===== config.mk =====
export PLATFORM = sky130hd
export DESIGN_NAME = seq_add_accum_flat
export DESIGN_NICKNAME = d
export VERILOG_FILES = /design/src/rtl/seq_add_accum_pkg.sv /design/src/rtl/seq_add_accum_if.sv /design/src/rtl/seq_add_accum_sat_add_sub.sv /design/src/rtl/seq_add_accum.sv /design/src/flat_wrapper.sv
export SDC_FILE = /design/constraint.sdc
export NUM_CORES = 1
export LEC_CHECK = 0
export ABC_AREA = 0
export BUFFER_PORTS_ARGS = -buffer_cell sky130_fd_sc_hd__buf_2
export CAP_MARGIN = 20
export CORE_MARGIN = 2
export CORE_UTILIZATION = 34
export DETAILED_ROUTE_END_ITERATION = 10
export GPL_ROUTABILITY_DRIVEN = 0
export HOLD_SLACK_MARGIN = 0.06
export SYNTH_ARGS = -nofsm -noshare
export SYNTH_HDL_FRONTEND = slang
export SYNTH_SLANG_ARGS = --single-unit

===== constraint.sdc =====
create_clock -name clk -period 3.33 [get_ports clk]
set_input_delay 0.1665 -clock clk [delete_from_list [all_inputs] [get_ports clk]]
set_output_delay 0.1665 -clock clk [all_outputs]
set_load 0.005 [all_outputs]

===== src/rtl/seq_add_accum_pkg.sv =====
// Shared types for the sequential add/accumulate unit: operation codes and FSM states.
package seq_add_accum_pkg;

  // Operation selector, sampled on the first beat of an operation.
  typedef enum logic [1:0] {
    MODE_ADD     = 2'b00,
    MODE_SUB     = 2'b01,
    MODE_ACC     = 2'b10,
    MODE_ABSDIFF = 2'b11
  } mode_t;

  // Control FSM states.
  typedef enum logic [1:0] {
    S_IDLE  = 2'd0,
    S_ACCUM = 2'd1,
    S_HOLD  = 2'd2
  } state_t;

endpackage


===== src/rtl/seq_add_accum_if.sv =====
// Operand stream in, result stream out. The slave side is the arithmetic unit.
interface seq_add_accum_if
  import seq_add_accum_pkg::*;
#(
  parameter int WIDTH = 4,
  parameter int CNT_W = 4
);
  logic             in_valid;
  logic             in_ready;
  logic [WIDTH-1:0] in_a;
  logic [WIDTH-1:0] in_b;
  mode_t            mode;
  logic [CNT_W-1:0] len;
  logic             out_valid;
  logic             out_ready;
  logic [WIDTH-1:0] out_data;
  logic             out_carry;
  logic             out_ovf;

  modport master (
    output in_valid, in_a, in_b, mode, len, out_ready,
    input  in_ready, out_valid, out_data, out_carry, out_ovf
  );

  modport slave (
    input  in_valid, in_a, in_b, mode, len, out_ready,
    output in_ready, out_valid, out_data, out_carry, out_ovf
  );
endinterface


===== src/rtl/seq_add_accum_sat_add_sub.sv =====
// Combinational add or subtract with optional clamping. y is one bit wider than x so
// that an operand pair sum (a+b) can be added to a running value in a single step.
module sat_add_sub #(
  parameter int WIDTH = 4
) (
  input  logic [WIDTH-1:0] x,
  input  logic [WIDTH:0]   y,
  input  logic             subtract,
  input  logic             saturate,
  output logic [WIDTH-1:0] result,
  output logic             carry,
  output logic             overflow
);
  logic [WIDTH+1:0] sum;
  logic [WIDTH-1:0] diff;
  logic             borrow;
  logic             add_over;

  assign sum      = {2'b00, x} + {1'b0, y};
  assign diff     = x - y[WIDTH-1:0];
  assign borrow   = {1'b0, x} < y;
  assign add_over = |sum[WIDTH+1:WIDTH];

  // Select add or subtract result; clamp to the range ends when saturating.
  always_comb begin
    if (subtract) begin
      result   = (saturate && borrow) ? '0 : diff;
      carry    = borrow;
      overflow = borrow;
    end else begin
      result   = (saturate && add_over) ? '1 : sum[WIDTH-1:0];
      carry    = add_over;
      overflow = add_over;
    end
  end
endmodule


===== src/rtl/seq_add_accum.sv =====
// Handshaked arithmetic unit: ADD / SUB / ABSDIFF in one beat, ACC over len+1 beats.
// The result sits in a one-entry output register until the consumer takes it.
module seq_add_accum
  import seq_add_accum_pkg::*;
#(
  parameter int WIDTH    = 4,
  parameter int CNT_W    = 4,
  parameter bit SATURATE = 1'b0
) (
  input logic            clk,
  input logic            rst_n,
  seq_add_accum_if.slave bus
);
  state_t           state_reg, state_next;
  logic [CNT_W-1:0] cnt_reg, cnt_next;
  logic [WIDTH-1:0] acc_reg, acc_next;
  logic             acc_ovf_reg, acc_ovf_next;
  logic [WIDTH-1:0] out_data_reg, out_data_next;
  logic             out_carry_reg, out_carry_next;
  logic             out_ovf_reg, out_ovf_next;

  logic             accept;
  logic             a_lt_b;
  logic             swap;
  logic [WIDTH:0]   pair_sum;
  logic [WIDTH-1:0] add_x;
  logic [WIDTH-1:0] sub_x;
  logic [WIDTH:0]   sub_y;
  logic [WIDTH-1:0] add_res, sub_res;
  logic             add_carry, add_ovf, sub_borrow, sub_ovf;

  assign bus.in_ready  = rst_n && (state_reg != S_HOLD);
  assign accept        = bus.in_valid && bus.in_ready;
  assign bus.out_valid = (state_reg == S_HOLD);
  assign bus.out_data  = out_data_reg;
  assign bus.out_carry = out_carry_reg;
  assign bus.out_ovf   = out_ovf_reg;

  // ABSDIFF reuses the subtractor with operands ordered so the result is never negative.
  assign a_lt_b   = bus.in_a < bus.in_b;
  assign swap     = (bus.mode == MODE_ABSDIFF) && a_lt_b;
  assign sub_x    = swap ? bus.in_b : bus.in_a;
  assign sub_y    = {1'b0, (swap ? bus.in_a : bus.in_b)};
  assign pair_sum = {1'b0, bus.in_a} + {1'b0, bus.in_b};
  // Single-beat ops and the first ACC beat start from zero; later beats add onto acc.
  assign add_x    = (state_reg == S_ACCUM) ? acc_reg : '0;

  sat_add_sub #(.WIDTH(WIDTH)) u_add (
    .x        (add_x),
    .y        (pair_sum),
    .subtract (1'b0),
    .saturate (SATURATE),
    .result   (add_res),
    .carry    (add_carry),
    .overflow (add_ovf)
  );

  sat_add_sub #(.WIDTH(WIDTH)) u_sub (
    .x        (sub_x),
    .y        (sub_y),
    .subtract (1'b1),
    .saturate (SATURATE),
    .result   (sub_res),
    .carry    (sub_borrow),
    .overflow (sub_ovf)
  );

  // Next-state, accumulator and result-register loading.
  always_comb begin
    state_next     = state_reg;
    cnt_next       = cnt_reg;
    acc_next       = acc_reg;
    acc_ovf_next   = acc_ovf_reg;
    out_data_next  = out_data_reg;
    out_carry_next = out_carry_reg;
    out_ovf_next   = out_ovf_reg;
    case (state_reg)
      S_IDLE: begin
        if (accept) begin
          case (bus.mode)
            MODE_ADD: begin
              out_data_next  = add_res;
              out_carry_next = add_carry;
              out_ovf_next   = add_ovf;
              state_next     = S_HOLD;
            end
            MODE_SUB: begin
              out_data_next  = sub_res;
              out_carry_next = sub_borrow;
              out_ovf_next   = sub_ovf;
              state_next     = S_HOLD;
            end
            MODE_ABSDIFF: begin
              out_data_next  = sub_res;
              out_carry_next = a_lt_b;
              out_ovf_next   = 1'b0;
              state_next     = S_HOLD;
            end
            MODE_ACC: begin
              if (bus.len == '0) begin
                out_data_next  = add_res;
                out_carry_next = add_carry;
                out_ovf_next   = add_ovf;
                state_next     = S_HOLD;
              end else begin
                acc_next     = add_res;
                acc_ovf_next = add_ovf;
                cnt_next     = bus.len;
                state_next   = S_ACCUM;
              end
            end
            default: state_next = S_IDLE;
          endcase
        end
      end
      S_ACCUM: begin
        if (accept) begin
          acc_next     = add_res;
          acc_ovf_next = acc_ovf_reg | add_ovf;
          cnt_next     = cnt_reg - CNT_W'(1);
          if (cnt_reg == CNT_W'(1)) begin
            out_data_next  = add_res;
            out_carry_next = add_carry;
            out_ovf_next   = acc_ovf_reg | add_ovf;
            state_next     = S_HOLD;
          end
        end
      end
      S_HOLD: begin
        if (bus.out_ready) state_next = S_IDLE;
      end
      default: state_next = S_IDLE;
    endcase
  end

  // State and datapath registers; reset discards any partial accumulation.
  always_ff @(posedge clk) begin
    if (!rst_n) begin
      state_reg     <= S_IDLE;
      cnt_reg       <= '0;
      acc_reg       <= '0;
      acc_ovf_reg   <= 1'b0;
      out_data_reg  <= '0;
      out_carry_reg <= 1'b0;
      out_ovf_reg   <= 1'b0;
    end else begin
      state_reg     <= state_next;
      cnt_reg       <= cnt_next;
      acc_reg       <= acc_next;
      acc_ovf_reg   <= acc_ovf_next;
      out_data_reg  <= out_data_next;
      out_carry_reg <= out_carry_next;
      out_ovf_reg   <= out_ovf_next;
    end
  end
endmodule


===== src/flat_wrapper.sv =====
// flat-port wrapper written by rule: the top's interface ports become plain ports
module seq_add_accum_flat import seq_add_accum_pkg::*;
#(
  parameter int WIDTH    = 4,
  parameter int CNT_W    = 4,
  parameter bit SATURATE = 1'b0
)
  (clk, rst_n, bus_in_valid, bus_in_a, bus_in_b, bus_mode, bus_len, bus_out_ready, bus_in_ready, bus_out_valid, bus_out_data, bus_out_carry, bus_out_ovf);
  seq_add_accum_if #(.WIDTH(WIDTH), .CNT_W(CNT_W)) bus_i ();
  input logic clk;
  input logic rst_n;
  input wire logic [$bits(bus_i.in_valid)-1:0] bus_in_valid;
  input wire logic [$bits(bus_i.in_a)-1:0] bus_in_a;
  input wire logic [$bits(bus_i.in_b)-1:0] bus_in_b;
  input wire logic [$bits(bus_i.mode)-1:0] bus_mode;
  input wire logic [$bits(bus_i.len)-1:0] bus_len;
  input wire logic [$bits(bus_i.out_ready)-1:0] bus_out_ready;
  output wire logic [$bits(bus_i.in_ready)-1:0] bus_in_ready;
  output wire logic [$bits(bus_i.out_valid)-1:0] bus_out_valid;
  output wire logic [$bits(bus_i.out_data)-1:0] bus_out_data;
  output wire logic [$bits(bus_i.out_carry)-1:0] bus_out_carry;
  output wire logic [$bits(bus_i.out_ovf)-1:0] bus_out_ovf;
  assign bus_i.in_valid = bus_in_valid;
  assign bus_i.in_a = bus_in_a;
  assign bus_i.in_b = bus_in_b;
  assign bus_i.mode = bus_mode;
  assign bus_i.len = bus_len;
  assign bus_i.out_ready = bus_out_ready;
  assign bus_in_ready = bus_i.in_ready;
  assign bus_out_valid = bus_i.out_valid;
  assign bus_out_data = bus_i.out_data;
  assign bus_out_carry = bus_i.out_carry;
  assign bus_out_ovf = bus_i.out_ovf;
  seq_add_accum #(.WIDTH(WIDTH), .CNT_W(CNT_W), .SATURATE(SATURATE)) u_core (.clk(clk), .rst_n(rst_n), .bus(bus_i));
endmodule

==> impl_metrics.env, run 1 <==
export IMPL_rows=23
export IMPL_avgSynthCellArea_um2=8.498
export IMPL_critPathKind="reg2reg"
export IMPL_first_iter_violations=83
export IMPL_htreeDepth=1
export IMPL_ys_async_sr_fraction_pct=0
export IMPL_nets=227
export IMPL_crit_path_end="u_core.bus.out_carry$_SDFFE_PN0P_"
export IMPL_use_met2_pct=25.96
export IMPL_vias=1252
export IMPL_synthTopCellsByArea="dfxtp_1 (24%), ha_1 (8.8%), fa_1 (7.0%)"
export IMPL_gr_usage_met3_pct=3.896
export IMPL_yosysSeqAreaShare_pct=23.84
export IMPL_post_drt_via_cell_ratio=5.152
export IMPL_dp_hpwl_mm=2.706
export IMPL_synth_edff_count=0
export IMPL_arrival_ps=2970
export IMPL_gr_usage_met1_pct=20.30
export IMPL_clk_pin_slew_ps=80
export IMPL_ant_nets=0
export IMPL_insertion_delay_ps=270
export IMPL_rsz0062_at_grt="false"
export IMPL_grt_antenna_before_repair=0
export IMPL_setup_tns_ps=0
export IMPL_grt_use_total_pct=15.88
export IMPL_grt_pass1_vias=1158
export IMPL_peakVddDrop_mv=0.1396
export IMPL_netlist_instances=168
export IMPL_grt_start_max_net_pins=21
export IMPL_reg2reg_from="u_core.state_reg[0]$_SDFFE_PN0P_"
export IMPL_cts_tree="done"
export IMPL_yosys_warnings=0
export IMPL_gr_total_overflow=0
export IMPL_critPathMaxFanout=7
export IMPL_yosysUniqueCellTypes=52
export IMPL_drc_errors=0
export IMPL_r2r_cells=11
export IMPL_wire_per_inst_um=13.74
export IMPL_n_antenna_cell=0
export IMPL_hold_viol=0
export IMPL_grt_pass1_wl_mm=5.492
export IMPL_io_pins=26
export IMPL_finalWirelength_mm=3.339
export IMPL_period_needed_ps=2826
export IMPL_period_share_pct=84.86
export IMPL_area_growth_pct=15.25
export IMPL_cp_start_kind="flop"
export IMPL_grt_busiest_layer="met2"
export IMPL_coreArea_mm2=0.004029
export IMPL_cts_max_path_buffers=2
export IMPL_start_util_pct=35.43
export IMPL_crit_start="u_core.state_reg[0]$_SDFFE_PN0P_"
export IMPL_drv_cap=0
export IMPL_numPortBuffers=25
export IMPL_r2r_slack_ps=500
export IMPL_power_density_mw_per_mm2=332.3
export IMPL_numCtsBuffers=3
export IMPL_fp_dieH_um=68.80
export IMPL_ctsHoldBuffers=0
export IMPL_multi_input_area_mm2=0.001003
export IMPL_p_leak_nw=0.7554
export IMPL_r2r_end="u_core.bus.out_carry$_SDFFE_PN0P_"
export IMPL_syn_nets=201
export IMPL_drive_above_1_share_pct=19.69
export IMPL_die_area_mm2=0.004733
export IMPL_syn_area_mm2=0.001428
export IMPL_ys_ff_latch=17
export IMPL_postCtsSetupBuffers=0
export IMPL_total_power_uw=546.7
export IMPL_cp_required_ps=3480
export IMPL_drv_slew=0
export IMPL_relSlewSlack_pct=64.99
export IMPL_fillers=419
export IMPL_seq_area_um2=340.3
export IMPL_status="complete, no violations"
export IMPL_worstMarginPinSlew_ps=525.2
export IMPL_postCtsResizedCells=0
export IMPL_clock_skew_ps=10.66
export IMPL_synth_top_cell_by_area="dfxtp_1"
export IMPL_hp_class="in2reg"
export IMPL_first_pass_iters=4
export IMPL_synth_top_area_share_pct=23.84
export IMPL_cts_root_buf="clkbuf_8"
export IMPL_die_w_um=68.80
export IMPL_max_freq_mhz=353.9
export IMPL_synth_flop_cell="dfxtp_1"
export IMPL_cts_sinks=17
export IMPL_crit_path_end_kind="flop"
export IMPL_setup_viol=0
## cell families (layout without fill, tap and decap cells)
| kind of cell | count (synthesis) | count (layout) | share of synthesized area, % |
|---|---|---|---|
| fa+ha+maj | 15 | 15 | 15.78 |
| mux | 7 | 7 | 5.083 |
| xor+xnor | 2 | 2 | 1.227 |
| buf+inv | 20 | 45 | 5.871 |
| flops | 17 | 17 | 23.84 |
| simple gates | 64 | 64 | 25.16 |
| compound gates | 43 | 43 | 23.05 |
## power by group
| group | leakage (nW) | total (mW) | internal (mW) | switching, mW |
|---|---|---|---|---|
| clock network | 0.0255 | 0.164 | 0.0834 | 0.0810 |
| registers | 0.139 | 0.224 | 0.216 | 0.00788 |
| logic | 0.591 | 0.158 | 0.0695 | 0.0888 |
| total | 0.755 | 0.547 | 0.369 | 0.178 |
## layer usage
layer	vias to the layer above	share of wire (%)
met5	-	0
met4	0	1.0
met3	5	2.9
met2	15	48
met1	578	49
li1	654	-
## cell usage after synthesis (3+ instances only)
| library cell | instances |
|---|---|
| dfxtp_1 | 17 |
| nand2_1 | 16 |
| inv_1 | 14 |
| ha_1 | 10 |
| nor2_1 | 10 |
| nor2b_1 | 10 |
| nand3_1 | 6 |
| and2_1 | 5 |
| fa_1 | 5 |
| mux2i_1 | 5 |
| o21ai_0 | 5 |
| a21oi_1 | 4 |
| clkbuf_1 | 4 |
| nand2b_1 | 4 |
| a21o_1 | 3 |
| o211a_1 | 3 |
| o211ai_1 | 3 |
| o21ai_1 | 3 |
## worst min path at each step
stage / startpoint / to / slack (ps) / depth (start not counted)
floorplan: bus_len[0] / u_core.cnt_reg[0]$_SDFFE_PN0P_ / 320 / 2
global placement: u_core.bus.out_data[0]$_SDFFE_PN0P_ / u_core.bus.out_data[0]$_SDFFE_PN0P_ / 450 / 2
detailed placement: u_core.bus.out_data[0]$_SDFFE_PN0P_ / u_core.bus.out_data[0]$_SDFFE_PN0P_ / 450 / 2
CTS: bus_len[0] / u_core.cnt_reg[0]$_SDFFE_PN0P_ / 200 / 3
global route: bus_out_ready / u_core.state_reg[1]$_SDFFE_PN0P_ / 210 / 3
finish: bus_out_ready / u_core.state_reg[1]$_SDFFE_PN0P_ / 200 / 3
## layout make-up
cell class | instances | area share [%]
multi-input cells | 131 | 60.99
flip-flops and latches | 17 | 20.68
repair buffers | 27 | 8.517
well taps | 50 | 3.802
inverters | 14 | 3.194
clock buffers | 3 | 2.510
clock inverters | 1 | 0.3042
## metrics by stage
step                cells  worst slack, ps  instance area [µm²]  hold slack [ps]  utilization [%]
floorplan             168            573.6                 1428            317.1                -
global placement      239            573.7                 1599            447.7            39.69
detailed placement    239            515.0                 1599            453.0            39.69
CTS                   243            484.6                 1645            196.4            40.84
global route          243            190.5                 1645            211.8            40.84
finish                243            504.2                 1645            201.1            40.84
## layout by cell type, fill, tap and decap left out, drive strengths merged, types with 2 or more instances in the layout
master / instances
nand2b: 4
o21a: 2
o21ai: 8
fa: 5
and2: 5
clkbuf: 3
nor2: 10
a221o: 2
nand3: 6
dfxtp: 17
o31ai: 3
a21o: 3
a31oi: 2
inv: 14
ha: 10
nor4b: 2
nand2: 17
a22oi: 2
mux2i: 5
a21oi: 4
a21boi: 2
o211a: 3
nor3: 2
buf: 27
o211ai: 3
nor2b: 10
mux2: 2
## critical path, stage by stage, from the launching register on
cell,delay [ps]
dfxtp_1,420
nor2b_1,210
nand2_1,90
fa_1,540
inv_1,60
ha_1,280
a21o_1,190
a21o_1,170
a21oi_1,270
nor2_1,70
nor3_1,270
a32oi_1,140
No activity file was read; power rests on OpenSTA's default activity.
==> inputs of run 2 (changes only) <==
==> constraint.sdc (replaced) <==
create_clock -name clk -period 2.7 [get_ports clk]
set_input_delay 0.135 -clock clk [delete_from_list [all_inputs] [get_ports clk]]
set_output_delay 0.135 -clock clk [all_outputs]
set_load 0.005 [all_outputs]
==> run 2 against run 1 <==
  * Die area did not move
  * Non-clock buffer count up 8
  * Sequential share of layout area fell by 1.0 points
  * Flip-flop and latch count unchanged
  * Clock skew fell by 3.6 ps
  * Via count up 2.7%
  * Count of clock-buffer cells in the layout increased by 1
  * Worst setup slack got worse by 390 ps
  * Worst hold slack worse by 21 ps
  * Sequential power increased by 23%
  * Wire length increased by 1.4%
  * Largest cell class unchanged
  * Critical path depth up 1
==> impl_metrics.env, run 2 (synthesis gave the netlist of run 1 again) <==
export IMPL_clock_skew_ps=7.047
export IMPL_htreeDepth=1
export IMPL_insertion_delay_ps=260
export IMPL_die_w_um=68.80
export IMPL_cp_start_kind="flop"
export IMPL_finalWirelength_mm=3.387
export IMPL_layout_common_cells="buf_2 (25), nand2_1 (16), dfxtp_1 (16), inv_1 (14), buf_4 (10)"
export IMPL_multi_input_area_mm2=0.001033
export IMPL_die_area_mm2=0.004733
export IMPL_numPortBuffers=25
export IMPL_slowest_delay_ps=440
export IMPL_final_instance_count_excl_fill=251
export IMPL_intPower_uw=471.2
export IMPL_crit_start="u_core.state_reg[0]$_SDFFE_PN0P_"
export IMPL_period_needed_ps=2588
export IMPL_cts_root_buf="clkbuf_8"
export IMPL_area_growth_pct=21.56
export IMPL_swShare_pct=31.05
export IMPL_ant_nets=0
export IMPL_pwr_share_clk_pct=27.9
export IMPL_post_drt_via_cell_ratio=5.124
export IMPL_start_util_pct=35.43
export IMPL_io_pins=26
export IMPL_drv_slew=0
export IMPL_critPathKind="reg2reg"
export IMPL_rsz0062_at_grt="true"
export IMPL_crit_top_cell="buf_4"
export IMPL_grt_start_max_net_pins=21
export IMPL_power_frac_seq_pct=40.3
export IMPL_postCtsResizedCells=0
export IMPL_r2r_slack_ps=110
export IMPL_wire_per_inst_um=13.49
export IMPL_crit_path_end="u_core.acc_ovf_reg$_SDFFE_PN0P_"
export IMPL_seq_area_um2=341.6
export IMPL_status="complete, no violations"
export IMPL_ctsHoldBuffers=0
export IMPL_coreArea_mm2=0.004029
export IMPL_slowest_stage="fa_1"
export IMPL_fin_ws_ps=112.1
export IMPL_hp_class="in2reg"
export IMPL_peakVddDrop_mv=0.2971
export IMPL_max_freq_mhz=386.4
export IMPL_fp_dieH_um=68.80
export IMPL_dpl_worst_slack_ps=49.10
export IMPL_utilization_pct=43.07
export IMPL_critPathMaxFanout=3
export IMPL_final_common_cell="buf_2"
export IMPL_drv_cap=0
export IMPL_crit_chain="nor2b_4 > buf_4 > and2_1 > fa_1 > ha_2 > inv_1 > fa_2 > nand4_1 > a21oi_2 > buf_4 > a31oi_1 > o221a_2"
export IMPL_nets=235
export IMPL_p_leak_nw=0.7940
export IMPL_cts_max_path_buffers=2
export IMPL_design_area_mm2=0.001735
export IMPL_first_iter_violations=69
export IMPL_p_comb_share_pct=31.8
export IMPL_n_antenna_cell=0
export IMPL_numCtsBuffers=3
export IMPL_dp_cells=247
export IMPL_postPlaceCellArea_mm2=0.001662
export IMPL_first_pass_iters=4
export IMPL_grt_use_total_pct=15.32
export IMPL_worstMarginPinSlew_ps=544.9
export IMPL_reg2reg_from="u_core.state_reg[0]$_SDFFE_PN0P_"
export IMPL_cts_tree="done"
export IMPL_gr_total_overflow=0
export IMPL_postCtsSetupBuffers=0
export IMPL_dp_hpwl_mm=2.764
export IMPL_clk_pin_slew_ps=70
export IMPL_power_density_mw_per_mm2=393.8
export IMPL_crit_path_end_kind="flop"
export IMPL_grt_pass1_vias=1119
export IMPL_relSlewSlack_pct=63.68
export IMPL_hold_viol=0
export IMPL_fillers=408
export IMPL_vias=1286
export IMPL_cp_required_ps=2850
export IMPL_arrival_ps=2740
export IMPL_cts_sinks=17
export IMPL_r2r_cells=12
export IMPL_period_share_pct=95.85
export IMPL_drive_above_1_share_pct=26.37
export IMPL_setup_viol=0
export IMPL_r2r_end="u_core.acc_ovf_reg$_SDFFE_PN0P_"
export IMPL_total_power_uw=683.4
export IMPL_drc_errors=0
export IMPL_grt_antenna_before_repair=0
export IMPL_p_switching_uw=212.2
export IMPL_grt_pass1_wl_mm=5.271
export IMPL_rows=23
==> run 2: metal layers <==
metal	up-vias	track usage, %	share of wire (%)
met1	592	20.93	46
met5	-	0	0
met3	6	3.896	4.3
li1	670	-	-
met4	0	2.941	1.2
met2	18	24.52	48
==> run 2: how the worst min path moves through the flow <==
stage	start	endpoint	cells past startpoint	slack (ps)
6_report	bus_len[0]	u_core.cnt_reg[0]$_SDFFE_PN0P_	3	180
5_1_grt	bus_len[0]	u_core.cnt_reg[0]$_SDFFE_PN0P_	3	190
4_1_cts	bus_len[0]	u_core.cnt_reg[0]$_SDFFE_PN0P_	3	180
3_5_place_dp	bus_len[0]	u_core.cnt_reg[0]$_SDFFE_PN0P_	3	450
3_3_place_gp	bus_len[0]	u_core.cnt_reg[0]$_SDFFE_PN0P_	3	430
2_1_floorplan	bus_len[0]	u_core.cnt_reg[0]$_SDFFE_PN0P_	2	290
==> run 2: critical path: cells and delay by family, from the launching register on <==
| kind | cells | cell delay [ps] |
|---|---|---|
| buffers and inverters | 3 | 350 |
| adder cells (fa/ha/maj) | 3 | 860 |
| AO/OA/AOI/OAI | 3 | 570 |
| flip-flops | 1 | 320 |
| AND/OR/NAND/NOR | 3 | 400 |
==> run 2: area by class of cell <==
class                   instances  share of cell area [%]
multi-input cells             131                   59.55
flip-flops and latches         17                   19.68
repair buffers                 35                   11.54
well taps                      50                   3.605
inverters                      14                   3.028
clock buffers                   4                   2.596
==> run 2: per-stage QoR <==
stage / setup TNS [ps] / hold slack, ps
after floorplan: 0 / 285.6
after global placement: 0 / 433.2
after detailed placement: 0 / 447.8
after CTS: 0 / 178.9
after global routing: -29.72 / 189.1
final: 0 / 179.7
==> run 2: power groups by stage <==
stage	clock network, mW	logic, mW	registers (mW)
finish	0.191	0.217	0.275
global route	0.213	0.243	0.277
CTS	0.196	0.211	0.275
detailed placement	0	0.211	0.280
global placement	0	0.211	0.280
floorplan	0	0.132	0.281
